--- config.mk ---
export PLATFORM = sky130hd
export DESIGN_NAME = sum_to_bcd_converter
export DESIGN_NICKNAME = d
export VERILOG_FILES = /design/src/rtl/sum_to_bcd_converter.sv
export SDC_FILE = /design/constraint.sdc
export NUM_CORES = 1
export LEC_CHECK = 0
export CAP_MARGIN = 20
export CORE_ASPECT_RATIO = 1.4
export CORE_MARGIN = 3
export CORE_UTILIZATION = 59
export CTS_CLUSTER_DIAMETER = 40
export DETAILED_ROUTE_END_ITERATION = 10
export DONT_BUFFER_PORTS = 1
export HOLD_SLACK_MARGIN = 0.03
export PLACE_DENSITY = 0.76
export SKIP_LAST_GASP = 1
export SYNTH_ARGS = -nofsm -noshare
export SYNTH_HDL_FRONTEND = slang
export SYNTH_SLANG_ARGS = --single-unit
--- constraint.sdc ---
create_clock -name clk -period 2.2 [get_ports clk]
set_input_delay 0.44 -clock clk [delete_from_list [all_inputs] [get_ports clk]]
set_output_delay 0.44 -clock clk [all_outputs]
set_load 0.05 [all_outputs]
--- src/rtl/sum_to_bcd_converter.sv ---
// Iterative double-dabble converter for the 9-bit adder result {cout_in, sum_in}.
// One bit is shifted in per clock; three BCD digits are presented for the LCD path.
module sum_to_bcd_converter (
  input  logic       clk,
  input  logic       rst_n,
  input  logic       start,
  input  logic [7:0] sum_in,
  input  logic       cout_in,
  output logic [3:0] bcd_hundreds,
  output logic [3:0] bcd_tens,
  output logic [3:0] bcd_ones,
  output logic       busy,
  output logic       done
);

  typedef enum logic [1:0] {
    StIdle,
    StShift,
    StFinish
  } state_e;

  state_e      state_q, state_d;
  logic [8:0]  shift_q, shift_d;
  logic [11:0] scratch_q, scratch_d;
  logic [3:0]  count_q, count_d;
  logic [3:0]  hundreds_q, hundreds_d;
  logic [3:0]  tens_q, tens_d;
  logic [3:0]  ones_q, ones_d;
  logic        busy_q, busy_d;
  logic        done_q, done_d;
  logic [11:0] adjusted;

  // Per-nibble add-3 correction; nibbles never carry into each other.
  always_comb begin
    adjusted = scratch_q;
    for (int n = 0; n < 3; n++) begin
      if (scratch_q[n*4 +: 4] >= 4'd5) begin
        adjusted[n*4 +: 4] = scratch_q[n*4 +: 4] + 4'd3;
      end
    end
  end

  // Next-state and output decode; digits only change on the finish step.
  always_comb begin
    state_d    = state_q;
    shift_d    = shift_q;
    scratch_d  = scratch_q;
    count_d    = count_q;
    hundreds_d = hundreds_q;
    tens_d     = tens_q;
    ones_d     = ones_q;
    busy_d     = 1'b0;
    done_d     = 1'b0;
    unique case (state_q)
      StIdle: begin
        if (start) begin
          shift_d   = {cout_in, sum_in};
          scratch_d = 12'd0;
          count_d   = 4'd0;
          state_d   = StShift;
        end
      end
      StShift: begin
        busy_d    = 1'b1;
        scratch_d = {adjusted[10:0], shift_q[8]};
        shift_d   = {shift_q[7:0], 1'b0};
        count_d   = count_q + 4'd1;
        // Leave after the ninth shift so the counter stops at 9.
        if (count_q == 4'd8) begin
          state_d = StFinish;
        end
      end
      StFinish: begin
        hundreds_d = scratch_q[11:8];
        tens_d     = scratch_q[7:4];
        ones_d     = scratch_q[3:0];
        done_d     = 1'b1;
        state_d    = StIdle;
      end
      default: begin
        state_d = StIdle;
      end
    endcase
  end

  // State and datapath registers with asynchronous clear.
  always_ff @(posedge clk or negedge rst_n) begin
    if (!rst_n) begin
      state_q    <= StIdle;
      shift_q    <= 9'd0;
      scratch_q  <= 12'd0;
      count_q    <= 4'd0;
      hundreds_q <= 4'd0;
      tens_q     <= 4'd0;
      ones_q     <= 4'd0;
      busy_q     <= 1'b0;
      done_q     <= 1'b0;
    end else begin
      state_q    <= state_d;
      shift_q    <= shift_d;
      scratch_q  <= scratch_d;
      count_q    <= count_d;
      hundreds_q <= hundreds_d;
      tens_q     <= tens_d;
      ones_q     <= ones_d;
      busy_q     <= busy_d;
      done_q     <= done_d;
    end
  end

  assign bcd_hundreds = hundreds_q;
  assign bcd_tens     = tens_q;
  assign bcd_ones     = ones_q;
  assign busy         = busy_q;
  assign done         = done_q;

endmodule
==> metrics.txt, run 1 <==
result of the run=finished clean; top cells by area, synth=dfrtp_1, o21ai_0, ha_1; max-slew violation total from the final report=0; mean instance size in the synthesized netlist=10.2 um2; half-perimeter wire length after placement=roughly 2600 um; endpoint type of the worst setup path=register; Starting Density=62.3%; setup fix buffers added after clock tree synthesis=0; CTS tree=yes; all-layer global routing usage=20.6%; top-area cell type share of the netlist area=51.7%; count of warnings emitted by yosys=0; wire length of the first global-routing pass=5950 um; post-layout minimum cycle time=1.53 ns; violation count after the first detailed-routing iteration=43; number of setup violations in the final report=0; synthesized flop and latch total=41; total of buffers placed on input and output ports=0; number of maximum-capacitance violations=0; sum of negative setup slack=0 ns; DIE HEIGHT=74.6 um; RSZ-0062 raised after global routing=no; total leakage power=0.946 nW; Critical Path RT=2.38 ns; placed standard-cell area=1970 um2; x dimension of the die=55.0 um; startpoint type of the worst setup path=register; detailed-routing iteration count for the pre-antenna-repair pass=4; clock input transition at the sequential cells of the worst setup and hold paths=0.08 ns; mapped cell area=1980 um2; routed vias=around 1400; Max-Slew Margin vs Limit=60.3%; most frequent cell after synthesis=dfrtp_1; hold_buf cts=2; Worst-Skew Late Latency=0.29 ns; critical path's largest stage delay=0.40 ns; fill count=270; CTS H-tree lvls=2; Seq/Total Area, Yosys=51.7%; Crit Reg-Reg Startpoint=scratch_q[0]; synthesized netlist net count=214; number of enable-type register cells in the synthesized netlist=0; count of pins on the block boundary=26; grt total ovfl=0; critical path fanouts, max=4; clock buffer count from CTS=5; max frequency=652 MHz; fin worst setup slack=between 0.6 and 0.7 ns; placeable core region=~3200 um2; gpl congestion=0.800; Async S/R FF share, synth=100%; most instantiated cells after synthesis=dfrtp_1, o21ai_0, nand2_1, inv_1, a21oi_1; endpoint arrival time on the critical path=1.71 ns; number of standard cells after synthesis=194; Clock Tree Buf Depth=2; number of antenna violations at the first check in global routing=0; post-route cell area=2080 um2; Clock Skews=between 0.005 and 0.006 ns; number of cells in the finished layout apart from fillers=234; n_diodes=0; PostCTS Resize Cnt=0; Worst path slowest cell=dfrtp_1; maximum number of pins on one net before global-route repair=42; die outline area=4110 um2; wirelength, routed=3710 um; reg-to-reg slack, setup=0.67 ns; DRC violation count after routing=0; detail-routed via count per cell=6.17; Setup Slack @ Placement=0.683 ns; ratio of total power to cell area=1520 nW/um2; Least-Margin Pin Slew=0.594 ns; utilization of the core after routing=about two thirds; cell type contributing the most total cell area after synthesis=dfrtp_1; net count reported at finish=between 200 and 250; number of clock sinks seen by CTS=41; Worst setup startpoint=scratch_q[0]; number of instances in the placed design=roughly 220; post-detailed-route wirelength per cell=15.9 um; critical-path cell list=inv_1, ha_1, nor2b_1, o21a_1, o311ai_1; layout overhead on the synthesized area=5.04%; Hold WC Path Type=in -> reg; number of distinct library cells after synthesis=32; critical hold path startpoint=sum_in[3]; root buffer selected by CTS=clkbuf_8; share of layout cells above drive strength 1=6.67%; DRT antenna net count=0; classification of the worst setup path=reg -> reg; Final period util=between 60% and 70%; final-report hold violation count=0; vias in the first global route=1386; placement row count=24; ys flop type=dfrtp_1; worst vdd ir=0.000820 V
-- kinds of logic (layout without fill, tap and decap cells) --
| family | count (synthesis) | after routing | share of synthesized area (%) |
|---|---|---|---|
| adder cells (fa/ha/maj) | 8 | 8 | 5.04 |
| AND/OR/NAND/NOR | 43 | 43 | 10.6 |
| AO/OA/AOI/OAI | 71 | 71 | 23.8 |
| buffers and inverters | 27 | 28 | 6.87 |
| flip-flops | 41 | 41 | 51.7 |
| multiplexers | 2 | 2 | 1.07 |
| XOR/XNOR | 2 | 2 | 0.883 |
-- layout make-up --
| cell class | count | area, um2 | share of cell area, % |
|---|---|---|---|
| tap | 39 | 48.8 | 2.34 |
| timing repair buffer | 4 | 45.0 | 2.16 |
| inverter | 16 | 60.1 | 2.88 |
| sequential | 41 | 1030 | 49.2 |
| clock buffer | 6 | 72.6 | 3.48 |
| clock inverter | 2 | 10.0 | 0.480 |
| multi-input combinational | 126 | 822 | 39.4 |
-- routing by layer --
| layer | wire length [um] | vias to the layer above | track usage [%] | part of all wire [%] |
|---|---|---|---|---|
| met2 | 1930 | 55 | 33.4 | 52 |
| met4 | 102 | 0 | 14.6 | 2.7 |
| met5 | 0 | - | 0 | 0 |
| met1 | 1460 | 686 | 22.8 | 39 |
| met3 | 215 | 13 | 5.15 | 5.8 |
| li1 | - | 689 | - | - |
-- worst paths after layout --
kind,end,cells after the start
min in group asynchronous,scratch_q[9],2
worst min register to register,scratch_q[11],1
worst max register to register,scratch_q[2],5
worst max-delay path,scratch_q[2],5
max in group asynchronous,state_q[0],2
worst min-delay path,shift_q[3],2
-- power breakdown --
group	total, W	switching, W	internal [W]
Clock	0.000466	0.000246	0.000220
Sequential	0.00162	0.000573	0.00105
Combinational	0.00109	0.000619	0.000468
-- registers in the layout, summed over array words and instances (netlist names) --
register      flops
shift_q           9
bcd_ones          4
busy              1
bcd_tens          4
done              1
bcd_hundreds      4
scratch_q        12
count_q           4
state_q           2
-- worst max-delay path, delay by kind of cell (launching register included) --
family	cells	cell delay, ns
AO/OA/AOI/OAI	2	0.52
flip-flops	1	0.40
adder cells (fa/ha/maj)	1	0.23
AND/OR/NAND/NOR	1	0.16
buffers and inverters	1	0.10
-- per-stage QoR --
stage,power [W],hold WS [ns]
finish,0.00317,0.345
global route,0.00340,0.356
CTS,0.00319,0.337
detailed placement,0.00271,0.145
global placement,0.00260,0.145
floorplan,0.00248,0.144
-- layout by cell type (no fill, tap or decap), types with 5 or more instances in the layout --
cell type and count:
dfrtp_1 41, clkbuf_8 5, inv_1 15, and2b_1 5, ha_1 8, a22oi_1 8
nor2b_1 8, o21ai_0 26, nand2_1 23, o2111ai_1 6, a21oi_1 10
No activity file was read; power rests on OpenSTA's default activity.
==> run 2: changes to the inputs <==
Settings changed: CORE_UTILIZATION 59 to 56, PLACE_DENSITY 0.76 to 0.75.
Clock period 2.2 ns to 1.3 ns, I/O delays scaled along.
==> metrics.txt, run 2 (synthesized netlist as in run 1, its figures left out) <==
clock buffer count from CTS=5 (unchanged); GR Layer Usage met2=40.4% (+7.0 points); grt total ovfl=0 (unchanged); classification of the worst setup path=reg -> reg; placement row count=24 (unchanged); Hold WC Path Type=in -> reg; post-detailed-route wirelength per cell=19.2 um (+21%); number of antenna violations at the first check in global routing=0 (unchanged); worst r2r dst=scratch_q[2]; worst vdd ir=0.00193 V (+140%); Critical Path RT=1.51 ns (-0.87 ns); all-layer global routing usage=24.3% (+3.7 points); total leakage power=1.20 nW (+26%); max frequency=721 MHz (+11%); post-layout minimum cycle time=1.39 ns (-0.147 ns); Worst setup startpoint=scratch_q[0]; Clock Skews=0.00441 ns (-0.000999 ns); DRC violation count after routing=0 (unchanged); violation count after the first detailed-routing iteration=76 (+77%); worst min-delay path endpoint=shift_q[0]; result of the run=finished with violations; number of flip-flops in the largest register=12 (unchanged); final-report hold violation count=0 (unchanged); Worst path slowest cell=dfrtp_1; biggest registers after layout=scratch_q (12), shift_q (9); detail-routed via count per cell=6.24 (+1.2%); DIE HEIGHT=76.4 um (+2.4%); post-route cell area=2650 um2 (+27%); endpoint type of the worst setup path=register; placeable core region=3240 um2 (+1.9%); ratio of total power to cell area=2790 nW/um2 (+84%); commonest non-fill, non-tap cell in the layout=dfrtp_1; DRT antenna net count=0 (unchanged); wirelength, routed=5150 um (+39%); CTS H-tree lvls=2 (unchanged); RSZ-0062 raised after global routing=yes; number of clock sinks seen by CTS=41 (unchanged); hold path depth=2 (unchanged); endpoint arrival time on the critical path=1.60 ns (-0.11 ns); critical hold path startpoint=sum_in[0]; vias in the first global route=1711 (+23%); critical-path cell list=inv_2, ha_4, nor2b_4, o21a_1, buf_6, o311ai_2; reg-to-reg slack, setup=-0.09 ns (-0.75 ns); met1 track utilization from global routing=28.1% (+5.4 points); busiest grt layer=met2; max-slew violation total from the final report=0 (unchanged); utilization of the core after routing=81.7% (+16 points); startpoint type of the worst setup path=register; maximum number of pins on one net before global-route repair=42 (unchanged); largest register by flop count=scratch_q; grt met3 use=6.78% (+1.6 points); Worst-Skew Late Latency=0.30 ns (about the same); layout overhead on the synthesized area=33.5%; die outline area=4300 um2 (+4.8%); clock input transition at the sequential cells of the worst setup and hold paths=0.08 ns (about the same); count of pins on the block boundary=26 (unchanged); x dimension of the die=56.3 um (+2.4%); CTS tree=yes; routed vias=1679 (+16%); Least-Margin Pin Slew=0.481 ns (-0.113 ns); Setup Slack @ Placement=-0.157 ns (-0.840 ns); Max-Slew Margin vs Limit=67.9% (+7.6 points); root buffer selected by CTS=clkbuf_8; critical path's largest stage delay=0.40 ns (about the same); n_diodes=0 (unchanged); Clock Tree Buf Depth=2 (unchanged); Crit Reg-Reg Startpoint=scratch_q[0]; wire length of the first global-routing pass=8160 um (+37%); half-perimeter wire length after placement=3050 um (+15%); Final Hold Slack=0.147 ns (-0.198 ns); failing checks=setup timing; net count reported at finish=249 (+16%); number of setup violations in the final report=6 (+6); depth of the most critical reg-to-reg path=6 (+1); share of layout cells above drive strength 1=35.7% (+29 points); placed standard-cell area=2170 um2 (+9.9%); Starting Density=61.2% (-1.2 points); gpl congestion=0.774 (-3.2%); detailed-routing iteration count for the pre-antenna-repair pass=4 (unchanged); number of maximum-capacitance violations=0 (unchanged); fin worst setup slack=-0.0871 ns (-0.753 ns); critical path fanouts, max=2 (-2); total power of the final layout=0.00740 W (+130%); total of buffers placed on input and output ports=0 (unchanged); most used cells in the layout excluding fill and tap cells=dfrtp_1, buf_4, nand2_1; Final period util=107% (+37 points)
-- run 2: cell types whose count changed in the layout (fill, tap and decap cells not counted), sizes merged --
| cell | change |
|---|---|
| buf | +35 |
-- run 2: final cells by class --
cell class,count,area [um2]
Tap cell,39,48.8
Inverter,16,60.1
Clock inverter,2,10.0
Sequential cell,41,1030
Timing Repair Buffer,39,364
Multi-Input combinational cell,126,1070
Fill cell,172,594
Clock buffer,6,72.6
-- run 2: worst max path at each step --
stage                              end  slack [ns]
final                     scratch_q[2]       -0.09
after global routing      scratch_q[4]       -0.14
after CTS                 scratch_q[6]       -0.07
after detailed placement  scratch_q[2]       -0.16
after global placement    scratch_q[6]       -0.07
after floorplan           scratch_q[6]        0.02
-- run 2: per-layer routing --
metal  part of all wire, %  up-vias  wire length, um
met5                     0        -                0
met4                   3.1        0              158
met3                   5.0       18              258
met2                    52       69             2680
met1                    40      832             2050
li1                      -      760                -
-- run 2: through the flow --
| stage | std cells | setup TNS, ns |
|---|---|---|
| 2_1_floorplan | 194 | 0 |
| 6_report | 269 | -0.338 |
| 3_5_place_dp | 245 | -0.741 |
| 5_1_grt | 269 | -1.08 |
| 4_1_cts | 266 | -0.512 |
| 3_3_place_gp | 245 | -0.150 |
-- run 2: where the power goes --
part,total [W],switching [W],internal [W]
Sequential,0.00274,0.000971,0.00177
Clock,0.000816,0.000444,0.000372
Combinational,0.00384,0.00187,0.00197
Total,0.00740,0.00329,0.00411
-- run 2: worst max-delay path, delay by kind of cell (launching register included) --
family                     cells  cell delay, ns
AOI/OAI and AO/OA              2            0.39
adders and majority gates      1            0.17
buffers and inverters          2            0.20
DFF                            1            0.40
and+or+nand+nor                1            0.13
-- run 2: what timing repair did --
action | in CTS | in global routing
hold endpoints to repair | 41 | 0
resized for setup | 26 | 31
hold buffers | 2 | 0
pin swaps | 6 | 11
setup buffers | 11 | 4
setup endpoints to repair | 12 | 24
